<file path="src/rtl/bit_stream_serializer_pkg.sv">
// Shared definitions for the bit-stream serializer slice.
// Provides the default word/length widths and the serializer FSM state type.
// The package is named seq_pkg because the downstream sequence detector
// imports the same definitions.
package seq_pkg;

  localparam int DATA_W_DEF = 8;
  localparam int LEN_W_DEF  = 4;

  typedef enum logic {
    IDLE  = 1'b0,
    SHIFT = 1'b1
  } ser_state_t;

endpackage

</file>
<file path="src/rtl/bit_stream_serializer_if.sv">
// Word-in / bit-out bus of the bit-stream serializer.
//   in_valid/in_ready : upstream word handshake
//   in_data/in_len    : word and number of bits to send (0 = DATA_W)
//   sequence_out      : serial bit (MSB-first), bit_valid qualifies it
//   word_done         : pulse with the last bit of each word
//   busy              : shifter or hold buffer occupied
// master = word producer, slave = serializer.
interface bit_stream_serializer_if
  import seq_pkg::*;
#(
  parameter int DATA_W = DATA_W_DEF,
  parameter int LEN_W  = LEN_W_DEF
);

  logic              in_valid;
  logic              in_ready;
  logic [DATA_W-1:0] in_data;
  logic [LEN_W-1:0]  in_len;
  logic              sequence_out;
  logic              bit_valid;
  logic              word_done;
  logic              busy;

  modport master (
    output in_valid, in_data, in_len,
    input  in_ready, sequence_out, bit_valid, word_done, busy
  );

  modport slave (
    input  in_valid, in_data, in_len,
    output in_ready, sequence_out, bit_valid, word_done, busy
  );

endinterface

</file>
<file path="src/rtl/bit_stream_serializer_hold_buf.sv">
// ser_hold_buf: one-entry data+length register with a full flag.
//   clock, reset : clock and synchronous active-high reset (clears full only)
//   i_load       : capture i_data/i_len and mark full
//   i_take       : the consumer has taken the entry this edge
//   o_full       : entry valid
//   o_data/o_len : stored word and its (already clamped) length
module ser_hold_buf
  import seq_pkg::*;
#(
  parameter int DATA_W = DATA_W_DEF,
  parameter int LEN_W  = LEN_W_DEF
) (
  input  logic              clock,
  input  logic              reset,
  input  logic              i_load,
  input  logic              i_take,
  input  logic [DATA_W-1:0] i_data,
  input  logic [LEN_W-1:0]  i_len,
  output logic              o_full,
  output logic [DATA_W-1:0] o_data,
  output logic [LEN_W-1:0]  o_len
);

  logic              r_full;
  logic [DATA_W-1:0] r_data;
  logic [LEN_W-1:0]  r_len;

  always_ff @(posedge clock) begin
    if (reset) begin
      r_full <= 1'b0;
    end else begin
      r_full <= i_load | (r_full & ~i_take);
    end
  end

  always_ff @(posedge clock) begin
    if (i_load) begin
      r_data <= i_data;
      r_len  <= i_len;
    end
  end

  assign o_full = r_full;
  assign o_data = r_data;
  assign o_len  = r_len;

endmodule

</file>
<file path="src/rtl/bit_stream_serializer.sv">
// bit_stream_serializer: turns words into an MSB-first serial bit stream.
//   clock : single clock, rising edge
//   reset : synchronous active-high reset; aborts any word in flight
//   bus   : slave side of bit_stream_serializer_if (word handshake in,
//           sequence_out/bit_valid/word_done/busy out)
// A shift register presents one bit per cycle; a one-entry hold buffer lets
// the next word be queued so consecutive words leave with no gap.
module bit_stream_serializer
  import seq_pkg::*;
#(
  parameter int DATA_W = DATA_W_DEF,
  parameter int LEN_W  = LEN_W_DEF
) (
  input  logic                   clock,
  input  logic                   reset,
  bit_stream_serializer_if.slave bus
);

  // 0 and anything wider than the word both mean "send the whole word".
  function automatic logic [LEN_W-1:0] clamp_len(input logic [LEN_W-1:0] len);
    if (len == '0 || int'(len) > DATA_W) return LEN_W'(DATA_W);
    return len;
  endfunction

  ser_state_t        r_state;
  ser_state_t        w_state_nxt;
  logic [DATA_W-1:0] r_shift;
  logic [LEN_W-1:0]  r_cnt;
  logic              r_out_bit;
  logic              r_bit_valid;
  logic              r_word_done;
  logic              r_busy;

  logic              w_full;
  logic [DATA_W-1:0] w_hold_data;
  logic [LEN_W-1:0]  w_hold_len;
  logic              w_accept;
  logic              w_can_load;
  logic              w_load;
  logic              w_take;
  logic              w_hold_load;
  logic              w_hold_full_nxt;
  logic [DATA_W-1:0] w_src_data;
  logic [LEN_W-1:0]  w_src_len;
  logic [DATA_W-1:0] w_aligned;

  logic [DATA_W-1:0] w_shift_nxt;
  logic [LEN_W-1:0]  w_cnt_nxt;
  logic              w_out_nxt;
  logic              w_vld_nxt;
  logic              w_done_nxt;

  // r_cnt counts the bits still to present including the current one, so
  // r_cnt == 1 marks the last bit of the word.
  assign w_accept        = bus.in_valid & ~w_full & ~reset;
  assign w_can_load      = (r_state == IDLE) || (r_cnt == LEN_W'(1));
  assign w_load          = w_can_load & (w_full | w_accept);
  assign w_take          = w_can_load & w_full;
  assign w_hold_load     = w_accept & ~w_can_load;
  assign w_hold_full_nxt = w_hold_load | (w_full & ~w_take);

  // The held word is older than anything on the input, so it goes first.
  assign w_src_data = w_full ? w_hold_data : bus.in_data;
  assign w_src_len  = w_full ? w_hold_len  : clamp_len(bus.in_len);
  // Left-justify the payload so its first bit sits at the MSB.
  assign w_aligned  = w_src_data << (DATA_W - int'(w_src_len));

  ser_hold_buf #(
    .DATA_W (DATA_W),
    .LEN_W  (LEN_W)
  ) u_hold (
    .clock  (clock),
    .reset  (reset),
    .i_load (w_hold_load),
    .i_take (w_take),
    .i_data (bus.in_data),
    .i_len  (clamp_len(bus.in_len)),
    .o_full (w_full),
    .o_data (w_hold_data),
    .o_len  (w_hold_len)
  );

  always_ff @(posedge clock) begin
    if (reset) r_state <= IDLE;
    else       r_state <= w_state_nxt;
  end

  always_comb begin
    w_state_nxt = r_state;
    case (r_state)
      IDLE:  if (w_load) w_state_nxt = SHIFT;
      SHIFT: if (r_cnt == LEN_W'(1)) w_state_nxt = w_load ? SHIFT : IDLE;
      default: w_state_nxt = IDLE;
    endcase
  end

  always_comb begin
    w_shift_nxt = r_shift;
    w_cnt_nxt   = r_cnt;
    w_out_nxt   = 1'b0;
    w_vld_nxt   = 1'b0;
    w_done_nxt  = 1'b0;
    if (w_load) begin
      w_out_nxt   = w_aligned[DATA_W-1];
      w_shift_nxt = w_aligned << 1;
      w_cnt_nxt   = w_src_len;
      w_vld_nxt   = 1'b1;
      w_done_nxt  = (w_src_len == LEN_W'(1));
    end else if (r_state == SHIFT && r_cnt != LEN_W'(1)) begin
      w_out_nxt   = r_shift[DATA_W-1];
      w_shift_nxt = r_shift << 1;
      w_cnt_nxt   = r_cnt - LEN_W'(1);
      w_vld_nxt   = 1'b1;
      w_done_nxt  = (r_cnt == LEN_W'(2));
    end
  end

  always_ff @(posedge clock) begin
    if (reset) begin
      r_cnt       <= '0;
      r_out_bit   <= 1'b0;
      r_bit_valid <= 1'b0;
      r_word_done <= 1'b0;
      r_busy      <= 1'b0;
    end else begin
      r_cnt       <= w_cnt_nxt;
      r_out_bit   <= w_out_nxt;
      r_bit_valid <= w_vld_nxt;
      r_word_done <= w_done_nxt;
      r_busy      <= (w_state_nxt == SHIFT) | w_hold_full_nxt;
    end
  end

  always_ff @(posedge clock) begin
    r_shift <= w_shift_nxt;
  end

  assign bus.in_ready     = ~w_full;
  assign bus.sequence_out = r_out_bit;
  assign bus.bit_valid    = r_bit_valid;
  assign bus.word_done    = r_word_done;
  assign bus.busy         = r_busy;

endmodule

</file>
<file path="src/flat_wrapper.sv">
// flat-port wrapper written by rule: the top's interface ports become plain ports
module bit_stream_serializer_flat import seq_pkg::*;
#(
  parameter int DATA_W = DATA_W_DEF,
  parameter int LEN_W  = LEN_W_DEF
)
  (clock, reset, bus_in_valid, bus_in_data, bus_in_len, bus_in_ready, bus_sequence_out, bus_bit_valid, bus_word_done, bus_busy);
  bit_stream_serializer_if #(.DATA_W(DATA_W), .LEN_W(LEN_W)) bus_i ();
  input  logic clock;
  input  logic reset;
  input wire logic [$bits(bus_i.in_valid)-1:0] bus_in_valid;
  input wire logic [$bits(bus_i.in_data)-1:0] bus_in_data;
  input wire logic [$bits(bus_i.in_len)-1:0] bus_in_len;
  output wire logic [$bits(bus_i.in_ready)-1:0] bus_in_ready;
  output wire logic [$bits(bus_i.sequence_out)-1:0] bus_sequence_out;
  output wire logic [$bits(bus_i.bit_valid)-1:0] bus_bit_valid;
  output wire logic [$bits(bus_i.word_done)-1:0] bus_word_done;
  output wire logic [$bits(bus_i.busy)-1:0] bus_busy;
  assign bus_i.in_valid = bus_in_valid;
  assign bus_i.in_data = bus_in_data;
  assign bus_i.in_len = bus_in_len;
  assign bus_in_ready = bus_i.in_ready;
  assign bus_sequence_out = bus_i.sequence_out;
  assign bus_bit_valid = bus_i.bit_valid;
  assign bus_word_done = bus_i.word_done;
  assign bus_busy = bus_i.busy;
  bit_stream_serializer #(.DATA_W(DATA_W), .LEN_W(LEN_W)) u_core (.clock(clock), .reset(reset), .bus(bus_i));
endmodule
</file>
<file path="config.mk">
export PLATFORM = sky130hd
export DESIGN_NAME = bit_stream_serializer_flat
export DESIGN_NICKNAME = d
export VERILOG_FILES = /design/src/rtl/bit_stream_serializer_pkg.sv /design/src/rtl/bit_stream_serializer_if.sv /design/src/rtl/bit_stream_serializer_hold_buf.sv /design/src/rtl/bit_stream_serializer.sv /design/src/flat_wrapper.sv
export SDC_FILE = /design/constraint.sdc
export NUM_CORES = 1
export LEC_CHECK = 0
export BUFFER_PORTS_ARGS = -buffer_cell sky130_fd_sc_hd__buf_4
export CELL_PAD_IN_SITES_DETAIL_PLACEMENT = 1
export CELL_PAD_IN_SITES_GLOBAL_PLACEMENT = 2
export CORE_ASPECT_RATIO = 0.8
export CORE_MARGIN = 2
export CORE_UTILIZATION = 34
export DETAILED_ROUTE_END_ITERATION = 12
export PLACE_DENSITY = 0.73
export SETUP_SLACK_MARGIN = 0.02
export SYNTH_ARGS = -nofsm -noshare
export SYNTH_HDL_FRONTEND = slang
export SYNTH_SLANG_ARGS = --single-unit
</file>
<file path="constraint.sdc">
create_clock -name clock -period 2.59 [get_ports clock]
set_input_delay 0 -clock clock [delete_from_list [all_inputs] [get_ports clock]]
set_output_delay 0 -clock clock [all_outputs]
set_load 0.03 [all_outputs]
</file>
# [Word level (Yosys, flattened, before mapping)]
# Cells that the tools add are included.
[word_totals] memories=0 output_inout_bits=5 mem_bits_rw=0 ff_bits=29 word_cells=55 rom_bits=0 latchBits=0
[op_classes] shift=1 div_mod_pow=0 n_reduce_logical=5 mux=18 magnitude_cmp=1 multipliers=0 eq_ne=4 n_bitwise=14 add_sub_neg=2
[op_table] operator="$shl 8x32->8" n=1
[op_table] operator="$mux 8" n=3
[op_table] operator="$mux 4" n=5
[op_table] operator="$mux 1" n=9
[op_table] operator="$eq 4x1->1 const B" n=2
[op_table] operator="$and 1x1->1" n=6
[op_table] operator="$not 1->1" n=5
[op_table] operator="$sub 4x4->5 const A" n=1
[op_table] operator="$eq 4x2->1 const B" n=1
[op_table] operator="$gt 4x4->1 const B" n=1
[op_table] operator="$logic_not 4->1" n=1
[op_table] operator="$ne 4x1->1 const B" n=1
[op_table] operator="$sub 4x1->4 const B" n=1
[op_table] operator="$or 1x1->1" n=3
[op_table] operator="$logic_or 1x1->1" n=2
[op_table] operator="$pmux 1 s2" n=1
[op_table] operator="$reduce_bool 2->1" n=1
[op_table] operator="$logic_and 1x1->1" n=1

# [Depth between registers and ports, before layout]
# Gate-level depths: netlist of run 1.
[depth] word_depth=9 ltp_mapped=11

# [Cells and area by module]
# From an unflattened synthesis of run 1, not the netlist that was laid out.
[unflattened] cells_unflattened=178 area_unflattened_um2=1732.9
[modules_own_cells] module="bit_stream_serializer" instances=1 seq_area_each_um2=390.4 cells_each=162 area_per_inst_um2=1333.8
[modules_own_cells] module="ser_hold_buf" instances=1 seq_area_each_um2=380.4 cells_each=16 area_per_inst_um2=399.1

# [Worst setup path before layout of run 1]
# OpenSTA, ideal clock, no wires.
[synth_timing] path_type="reg-to-reg" startpoint="reg u_core.u_hold.r_len[0], in the netlist u_core.u_hold.o_len[0]" endpoint="reg u_core.r_shift[5], data pin" setup_ps=262 slack_ps=122 required_time_ps=2328 synth_period_minus_slack_ps=2468 arrival_ps=2206 stages_incl_launch_ff=11 path_buffers=2 path_cell_list="edfxtp_1 clkbuf_1 nand2_1 a21boi_4 ha_1 nor2b_1 a221o_1 buf_2 o21bai_1 a31oi_1 o21ai_0"
[synth_via] elab_chain_len=4
[synth_rtl] item="start, declared" line_no="bit_stream_serializer_hold_buf.sv:26" text="logic [LEN_W-1:0] r_len;"
[synth_rtl] item="start signal, assigned" line_no="bit_stream_serializer_hold_buf.sv:39" text="r_len <= i_len;"
[synth_rtl] item="$mux 4" line_no="bit_stream_serializer.sv:64" text="assign w_src_len = w_full ? w_hold_len : clamp_len(bus.in_len);"
[synth_rtl] item="$sub 4x4->5" line_no="bit_stream_serializer.sv:66" text="assign w_aligned = w_src_data << (DATA_W - int'(w_src_len));"
[synth_rtl] item="$shl 8x32->8" line_no="bit_stream_serializer.sv:66"
[synth_rtl] item="$mux 8" line_no="bit_stream_serializer.sv:103" text="if (w_load) begin"
[synth_rtl] item="via u_core.w_shift_nxt[5]" line_no="bit_stream_serializer.sv:47" text="logic [DATA_W-1:0] w_shift_nxt;"
[synth_rtl] item="end signal, assigned" line_no="bit_stream_serializer.sv:135" text="r_shift <= w_shift_nxt;"
[synth_rtl] item="end, declared" line_no="bit_stream_serializer.sv:27" text="logic [DATA_W-1:0] r_shift;"
# The timed path passes the listed nets, and every way through them passes these cells.
# A chain may end at the register's enable or synchronous reset.

# [Worst setup path in the final report of run 1]
[layout_timing] startpoint="reg u_core.u_hold.r_full, in the netlist u_core.u_hold.o_full" endpoint="reg u_core.r_shift[7], data pin"
[layout_via] elab_chain_len=6
[layout_rtl] item="start, declared" line_no="bit_stream_serializer_hold_buf.sv:24" text="logic r_full;"
[layout_rtl] item="start signal, assigned" line_no="bit_stream_serializer_hold_buf.sv:32" text="r_full <= i_load | (r_full & ~i_take);"
[layout_rtl] item="parallel branches: the longest is 5 deep, another holds $sub 4x4->5"
[layout_rtl] item="$mux 8 (*)" line_no="bit_stream_serializer.sv:103"
[layout_rtl] item="via u_core.w_shift_nxt[7]" line_no="bit_stream_serializer.sv:47"
# Mark *: on every way through the listed nets, which the timed path passes.

==> flow_metrics.tcl, run 1 <==
set metrics [dict create \
    yosysWarningCount 0 \
    period_needed_ns 2.34 \
    post-dp-hpwl_mm 3.48 \
    syn_nets 188 \
    clock_sinks 29 \
    cts_max_path_buffers 2 \
    avgSynthCellArea_sq_um 10.4 \
    synthArstFlopShare_pct 0 \
    critPathMaxStageDelay_ns 0.42 \
    path_class "flip-flop to flip-flop" \
    nets 222 \
    slew_viol_final 0 \
    fin_setup_tns_ns 0 \
    run_status "complete, no violations" \
    worstSetupStartpointType "flip-flop" \
    critical-path-top-delay-family "multiplexers" \
    drive_gt1_share_pct 25.6 \
    portBuffers 19 \
    rows 23 \
    max_cap_viol_count 0 \
    ios 20 \
    p_seq_share_pct 46.4 \
    combPwrFrac_pct 22.1 \
    crit_cells 8 \
    r2r-end "u_core.r_shift[7]" \
    die_w_microns 84.2 \
    total_power_mw 1.18 \
    crit_end "u_core.r_shift[7]" \
    drt_iter0_markers 69 \
    power_leakage_nw 0.887 \
    fin_crit_sh_pct 90.3 \
    critical_path_arrival_ns 2.47 \
    gp_congestion 0.786 \
    r2r_slack_ns 0.25 \
    switching_share_pct 29.5 \
    grt_antenna_before_repair 0 \
    start_util_pct 35.2 \
    drt.antenna.violating_nets 0 \
    fin_skew_ns 0.00714 \
    drt-total-wl_mm 4.69 \
    ff2ff_path_depth 8 \
    syn_inst 168 \
    die_area_sq_mm 0.00574 \
    clkPwrFrac_pct 31.5 \
    core-area_sq_mm 0.00498 \
    cts_buffers 5 \
    worst-path-max-fanout 9 \
    end_kind "flip-flop" \
    drt_pass1_iterations 4 \
    timing.slew.headroom_pct 57.0 \
    intPower_mw 0.830 \
    overflow 0 \
    powerDensity_mw_per_mm2 544 \
    synthFlopType "edfxtp_1" \
    hold_viol 0 \
    fmax_mhz 427 \
    irDropWorstVdd_uv 256 \
    wire_per_inst_microns 17.7 \
    clkLatencyLatePin_ns 0.28 \
    crit_buf_inv 3 \
    areaGrowthSynthToFinish_pct 23.7 \
    grt_pass1_vias 1452 \
    postCtsSetupRepairBufs 0 \
    clk_pin_slew_worst_paths_ns 0.07 \
    switching_power_mw 0.347 \
    cp-startpoint "u_core.u_hold.o_full" \
    synth_area_sq_mm 0.00175 \
    diodes 0 \
    worstReg2RegStart "u_core.u_hold.o_full" \
    setup_violations 0 \
    track_usage_pct 18.0 \
    critPathRequiredTime_ns 2.72 \
    worstMarginPinSlew_ns 0.645 \
    die_h_microns 68.2 \
    ys_ff_latch 29 \
    synth_edf_count 19 \
    path_cells "inv_2 -> buf_4 -> a21boi_4 -> ha_1 -> clkinv_1 -> mux4_2 -> mux2_2 -> o21ai_0" \
    viasPerCell 5.37 \
    yosysUniqueCellTypes 47 \
    slowest_stage "ha_1" \
    grt_setup_unrepaired "no" \
    cts_tree "built" \
    drc 0 \
    synth-seq-area-share_pct 44.0 \
    vias 1422 \
    min_path_type "input port to flip-flop" \
    grt_max_degree 24 \
    grt_pass1_wl_mm 7.65 \
    cts_max_level 2 \
    mostFrequentLayoutCell "buf_4" \
    clockRootBuffer "clkbuf_8" \
    final_cell_mix "buf_4 (26), edfxtp_1 (19), mux2i_1 (16)" \
]
[Yosys cell counts (4+ instances only)]
library cell	n	share of area, %
edfxtp_1	19	33
mux2i_1	16	9.1
nand2_1	14	3.0
nor2_1	12	2.6
a21oi_1	10	2.9
dfxtp_1	10	11
o21ai_0	9	2.6
o31ai_1	6	2.6
clkbuf_1	5	1.1
ha_1	5	3.6
inv_1	5	1.1
and2_1	4	1.4
[how the worst min path moves through the flow]
stage                    from                      end  depth (start not counted)
2_1_floorplan  bus_in_data[0]  u_core.u_hold.o_data[0]                          0
3_3_place_gp   bus_in_data[7]  u_core.u_hold.o_data[7]                          1
3_5_place_dp   bus_in_data[7]  u_core.u_hold.o_data[7]                          1
4_1_cts         bus_in_len[3]   u_core.u_hold.o_len[3]                          2
5_1_grt         bus_in_len[3]   u_core.u_hold.o_len[3]                          2
6_report        bus_in_len[3]   u_core.u_hold.o_len[3]                          2
[final cells by class]
type	count	area, sq um
clock buffers	5	68.8
clock inverters	3	17.5
fillers	570	2810
inverters	9	38.8
multi-input cells	122	906
flip-flops and latches	29	771
well taps	62	77.6
repair buffers	35	285
[timing repair]
action / 4_1_cts / 5_1_grt
gates resized for setup: 0 / 1
hold buffers: 9 / 0
endpoints found under the setup margin: 0 / 1
hold endpoints to repair: 16 / 0
[layer usage]
layer / part of all wire (%) / up-vias / track usage [%]
li1: - / 690 / -
met1: 47 / 709 / 24.7
met2: 48 / 21 / 28.3
met3: 3.8 / 2 / 3.74
met4: 0.64 / 0 / 6.65
met5: 0 / - / 0
[registers in the layout, summed over array words and instances, names as in the netlist]
register                 flops
u_core.u_hold.o_data         8
u_core.u_hold.o_len          4
u_core.r_cnt                 4
u_core.r_state               1
u_core.bus.word_done         1
u_core.r_shift               7
u_core.bus.busy              1
u_core.bus.bit_valid         1
u_core.u_hold.o_full         1
u_core.bus.sequence_out      1
[metrics by stage]
stage	utilization, %	worst slack [ns]	std cells	instance area (sq um)	hold WS, ns
after floorplan	-	0.122	168	1750	0.0989
after global routing	43.5	0.0497	265	2160	0.0782
final	43.5	0.251	265	2160	0.0671
after global placement	39.8	0.332	248	1980	0.191
after CTS	43.4	0.211	265	2160	0.0586
after detailed placement	39.8	0.229	248	1980	0.191
[kinds of logic after synthesis]
logic type,share of synthesized area (%)
and+or+nand+nor,16.9
AOI/OAI and AO/OA,17.3
DFF,44.0
muxes,13.7
buffers and inverters,4.50
adders and majority gates,3.57
[worst reg2reg max path, delay by kind of cell, from the launching register on]
kind	cells	cell delay [ns]
adder cells (fa/ha/maj)	1	0.42
buffers and inverters	3	0.54
AO/OA/AOI/OAI	2	0.24
multiplexers	2	0.66
flip-flops	1	0.33
[power groups by stage]
stage	registers [mW]	logic, mW	clock network, mW
after floorplan	0.558	0.159	0
after global placement	0.554	0.243	0
after detailed placement	0.556	0.249	0
after CTS	0.546	0.262	0.375
after global routing	0.549	0.290	0.399
final	0.546	0.261	0.370
Note: power is estimated with default switching activity, not from simulation.
==> run 2: changes to the inputs <==
--- a/config.mk
+++ b/config.mk
@@ -6,13 +6,11 @@
 export NUM_CORES = 1
 export LEC_CHECK = 0
 export BUFFER_PORTS_ARGS = -buffer_cell sky130_fd_sc_hd__buf_4
-export CELL_PAD_IN_SITES_DETAIL_PLACEMENT = 1
-export CELL_PAD_IN_SITES_GLOBAL_PLACEMENT = 2
 export CORE_ASPECT_RATIO = 0.8
 export CORE_MARGIN = 2
-export CORE_UTILIZATION = 34
+export CORE_UTILIZATION = 35
 export DETAILED_ROUTE_END_ITERATION = 12
-export PLACE_DENSITY = 0.73
+export PLACE_DENSITY = 0.52
 export SETUP_SLACK_MARGIN = 0.02
 export SYNTH_ARGS = -nofsm -noshare
 export SYNTH_HDL_FRONTEND = slang
==> run 2 against run 1 <==
Non-clock buffer count decreased by 1. First-iteration DRC count up 45%. Power about the same. Routed wire length down 12%.
==> flow_metrics.tcl, run 2 (synthesized netlist as in run 1, its figures left out) <==
set metrics [dict create \
    clkLatencyLatePin_ns 0.29 \
    drt-total-wl_mm 4.11 \
    start_util_pct 37.2 \
    grt_antenna_before_repair 0 \
    irDropWorstVdd_uv 252 \
    holdPathEnd "u_core.u_hold.o_len[1]" \
    track_usage_pct 15.6 \
    cts_buffers 5 \
    post-dp-hpwl_mm 3.01 \
    end_kind "flip-flop" \
    fin_cells 262 \
    cts_max_path_buffers 2 \
    multi_input_area_sq_um 908 \
    vias 1413 \
    slowest_stage "a221o_2" \
    drt_pass1_iterations 4 \
    wire_per_inst_microns 15.7 \
    rows 22 \
    max_cap_viol_count 0 \
    gp_congestion 0.850 \
    dp_cells 245 \
    ios 20 \
    overflow 0 \
    powerDensity_mw_per_mm2 545 \
    register_area_sq_um 771 \
    fmax_mhz 414 \
    hold_viol 0 \
    worstMarginPinSlew_ns 0.644 \
    power_leakage_nw 0.881 \
    viasPerCell 5.39 \
    largest_register_ffs 8 \
    ff2ff_path_depth 9 \
    cts_max_level 2 \
    drc 0 \
    clockRootBuffer "clkbuf_8" \
    clk_pin_slew_worst_paths_ns 0.07 \
    die_w_microns 83.1 \
    fillers 470 \
    worst-path-max-fanout 12 \
    nets 221 \
    drt_iter0_markers 100 \
    clock_sinks 29 \
    placed_cell_area_sq_mm 0.00197 \
    grt_pass1_vias 1335 \
    portBuffers 19 \
    min_path_type "input port to flip-flop" \
    whs_path_depth 2 \
    diodes 0 \
    core-area_sq_mm 0.00471 \
    fin_skew_ns 0.000709 \
    die_area_sq_mm 0.00559 \
    areaGrowthSynthToFinish_pct 23.2 \
    path_cells "inv_2 -> buf_4 -> a21boi_4 -> ha_1 -> a21oi_1 -> a221o_2 -> o21bai_1 -> a31oi_1 -> o21ai_0" \
    final_cell_mix "buf_4 (25), edfxtp_1 (19), mux2i_1 (16)" \
    critPathMaxStageDelay_ns 0.48 \
    run_status "complete, no violations" \
    hold_start "bus_in_len[1]" \
    path_class "flip-flop to flip-flop" \
    grt_max_degree 21 \
    timing.slew.headroom_pct 56.7 \
    total_power_mw 1.18 \
    critical_path_arrival_ns 2.45 \
    cts_tree "built" \
    mostFrequentLayoutCell "buf_4" \
    r2r-end "u_core.r_shift[5]" \
    period_needed_ns 2.42 \
    critPathRequiredTime_ns 2.63 \
    r2r_slack_ns 0.17 \
    drt.antenna.violating_nets 0 \
    drive_gt1_share_pct 25.7 \
    setup_violations 0 \
    worstReg2RegStart "u_core.u_hold.o_full" \
    die_h_microns 67.3 \
    worstSetupStartpointType "flip-flop" \
    fin_crit_sh_pct 93.3 \
    grt_pass1_wl_mm 6.71 \
    grt_setup_unrepaired "yes" \
    fin_setup_tns_ns 0 \
    design_area_sq_mm 0.00216 \
    slew_viol_final 0 \
]
==> run 2: changes by cell type in the layout (fill, tap and decap cells not counted), sizes merged <==
cell  change
buf       -1
==> run 2: critical path, delay by kind of cell (launching register included) <==
family / cells / cell delay, ns
buf+inv: 2 / 0.26
fa+ha+maj: 1 / 0.23
compound gates: 6 / 1.24
flops: 1 / 0.42
==> run 2: cell type report <==
type | instances | area share (%)
Clock inverter | 3 | 0.812
Sequential cell | 29 | 35.7
Clock buffer | 5 | 3.19
Multi-Input combinational cell | 122 | 42.1
Timing Repair Buffer | 34 | 12.9
Tap cell | 60 | 3.48
Inverter | 9 | 1.80
==> run 2: report_power, final <==
group	internal [mW]	switching [mW]	total, mW
sequential	0.530	0.0160	0.546
combinational	0.113	0.141	0.254
clock	0.185	0.192	0.377
==> run 2: timing repair <==
item | 4_1_cts | 5_1_grt
endpoints found under the hold margin | 16 | 0
resized for setup | 0 | 3
setup buffers | 0 | 0
hold buffers | 9 | 0
setup endpoints to repair | 0 | 4
==> run 2: worst max path at each step <==
stage,start,end,slack [ns],depth (start not counted)
5_1_grt,u_core.u_hold.o_full,u_core.r_shift[5],0.02,9
3_5_place_dp,u_core.u_hold.o_full,u_core.r_shift[5],0.14,8
6_report,u_core.u_hold.o_full,u_core.r_shift[5],0.17,9
2_1_floorplan,u_core.u_hold.o_len[0],u_core.r_shift[5],0.12,10
4_1_cts,u_core.u_hold.o_full,u_core.r_shift[5],0.13,8
3_3_place_gp,u_core.u_hold.o_full,u_core.r_shift[5],0.24,9
==> run 2: layer usage <==
layer	part of all wire (%)	vias to the layer above	global-route usage, %
met5	0	-	0
met4	1.5	0	6.35
met3	5.6	6	4.03
met2	43	38	22.7
met1	50	676	22.1
li1	-	693	-
==> run 2: through the flow <==
| stage | util [%] | setup slack, ns | hold slack, ns |
|---|---|---|---|
| after global placement | 41.9 | 0.237 | 0.192 |
| after CTS | 45.7 | 0.127 | 0.0490 |
| after detailed placement | 41.9 | 0.138 | 0.198 |
| after floorplan | - | 0.122 | 0.0989 |
| after global routing | 45.8 | 0.0154 | 0.0529 |
| final | 45.8 | 0.174 | 0.0565 |
==> run 3: changes to the inputs <==
--- a/config.mk
+++ b/config.mk
@@ -7,7 +7,6 @@
 export LEC_CHECK = 0
 export BUFFER_PORTS_ARGS = -buffer_cell sky130_fd_sc_hd__buf_4
 export CORE_ASPECT_RATIO = 0.8
-export CORE_MARGIN = 2
 export CORE_UTILIZATION = 35
 export DETAILED_ROUTE_END_ITERATION = 12
 export PLACE_DENSITY = 0.52
==> run 3 against run 2 <==
Routed wire length down 2.5%. Sequential cell count did not move. Maximum frequency grew 0.57%. Largest power group unchanged.
==> flow_metrics.tcl, run 3 (synthesized netlist as in run 1, its figures left out) <==
set metrics [dict create \
    irDropWorstVdd_uv 215 \
    rows 22 \
    portBuffers 19 \
    design_area_sq_mm 0.00218 \
    fin_setup_tns_ns 0 \
    clkLatencyLatePin_ns 0.28 \
    postCtsSetupRepairBufs 0 \
    placed_cell_area_sq_mm 0.00197 \
    max_cap_viol_count 0 \
    powerDensity_mw_per_mm2 590 \
    viasPerCell 5.36 \
    worstSetupStartpointType "flip-flop" \
    die_h_microns 65.3 \
    hold_viol 0 \
    vias 1400 \
    critPathMaxStageDelay_ns 0.41 \
    drt_iter0_markers 102 \
    grt_pass1_wl_mm 6.67 \
    grt_antenna_before_repair 0 \
    cts_max_level 2 \
    critPathRequiredTime_ns 2.69 \
    total_power_mw 1.28 \
    crit_buf_inv 2 \
    critical_path_arrival_ns 2.50 \
    drive_gt1_share_pct 24.9 \
    drt_pass1_iterations 4 \
    power_leakage_nw 0.885 \
    cts_max_path_buffers 2 \
    drt-total-wl_mm 4.00 \
    path_cells "inv_2 -> buf_4 -> a21boi_4 -> ha_1 -> nand3_1 -> or4_1 -> a21o_2 -> o41ai_2" \
    drc 0 \
    start_util_pct 37.2 \
    clock_sinks 29 \
    fin_skew_ns 0.00847 \
    largest_register_ffs 8 \
    mostFrequentLayoutCell "buf_4" \
    grt_max_degree 21 \
    clk_pin_slew_worst_paths_ns 0.06 \
    slew_viol_final 0 \
    cts_tree "built" \
    diodes 0 \
    track_usage_pct 17.3 \
    grtUsageMet3_pct 4.72 \
    met1_usage_pct 24.5 \
    gp_congestion 0.888 \
    grt.busiest_layer "met1" \
    grt_pass1_vias 1347 \
    setup_violations 0 \
    core-area_sq_mm 0.00471 \
    met2_usage_pct 24.1 \
    clockRootBuffer "clkbuf_8" \
    cts_buffers 5 \
    fin_crit_sh_pct 92.7 \
    nets 220 \
    run_status "complete, no violations" \
    final_cell_mix "buf_4 (24), edfxtp_1 (19), mux2i_1 (15)" \
    period_needed_ns 2.40 \
    worstMarginPinSlew_ns 0.659 \
    slowest_stage "dfxtp_1" \
    timing.slew.headroom_pct 55.7 \
    ios 20 \
    wire_per_inst_microns 15.3 \
    post-dp-hpwl_mm 2.99 \
    utilization_pct 46.3 \
    path_class "flip-flop to flip-flop" \
    min_path_type "input port to flip-flop" \
    r2r_slack_ns 0.19 \
    die_w_microns 81.1 \
    fillers 458 \
    critical-path-top-delay-family "compound AO/OA/AOI/OAI gates" \
    die_area_sq_mm 0.00529 \
    drt.antenna.violating_nets 0 \
    hold-worst-slack_ns 0.0694 \
    areaGrowthSynthToFinish_pct 24.4 \
    fmax_mhz 416 \
    worst-path-max-fanout 8 \
    overflow 0 \
    end_kind "flip-flop" \
    grt_setup_unrepaired "no" \
]
[run 3: worst reg2reg max path: stages, from the launching register on]
cell      delay, ns
dfxtp_1        0.41
inv_2          0.08
buf_4          0.17
a21boi_4       0.17
ha_1           0.25
nand3_1        0.10
or4_1          0.40
a21o_2         0.27
o41ai_2        0.35
[run 3: layout make-up]
cell class | instances | area, sq um | share of cell area, %
inverters | 9 | 38.8 | 1.78
multi-input cells | 122 | 906 | 41.6
flip-flops and latches | 29 | 771 | 35.4
well taps | 60 | 75.1 | 3.45
repair buffers | 33 | 270 | 12.4
clock buffers | 7 | 86.3 | 3.97
clock inverters | 1 | 30.0 | 1.38
[run 3: what timing repair did]
item,CTS,global route
gates resized for setup,0,2
hold buffers,9,0
setup endpoints to repair,0,6
endpoints found under the hold margin,16,0
[run 3: metal layers]
layer	part of all wire, %	routed length (microns)	up-vias
met3	5.2	209	8
li1	-	-	690
met2	43	1710	45
met5	0	0	-
met4	1.7	69	0
met1	50	2010	657
[run 3: report_power, final]
group	internal (mW)	switching, mW	total (mW)
sequential	0.530	0.0151	0.545
combinational	0.111	0.138	0.249
clock	0.313	0.177	0.490
[run 3: worst paths after layout]
check	start	endpoint	cells past startpoint
max	u_core.u_hold.o_full	u_core.r_shift[3]	8
min	bus_in_len[3]	u_core.u_hold.o_len[3]	2
min reg2reg	u_core.r_shift[7]	u_core.bus.sequence_out	2
max reg2reg	u_core.u_hold.o_full	u_core.r_shift[3]	8
[run 3: through the flow]
| step | cells | setup slack [ns] |
|---|---|---|
| 3_3_place_gp | 244 | 0.235 |
| 2_1_floorplan | 168 | 0.122 |
| 4_1_cts | 261 | 0.116 |
| 5_1_grt | 261 | 0.0549 |
| 6_report | 261 | 0.188 |
| 3_5_place_dp | 244 | 0.170 |
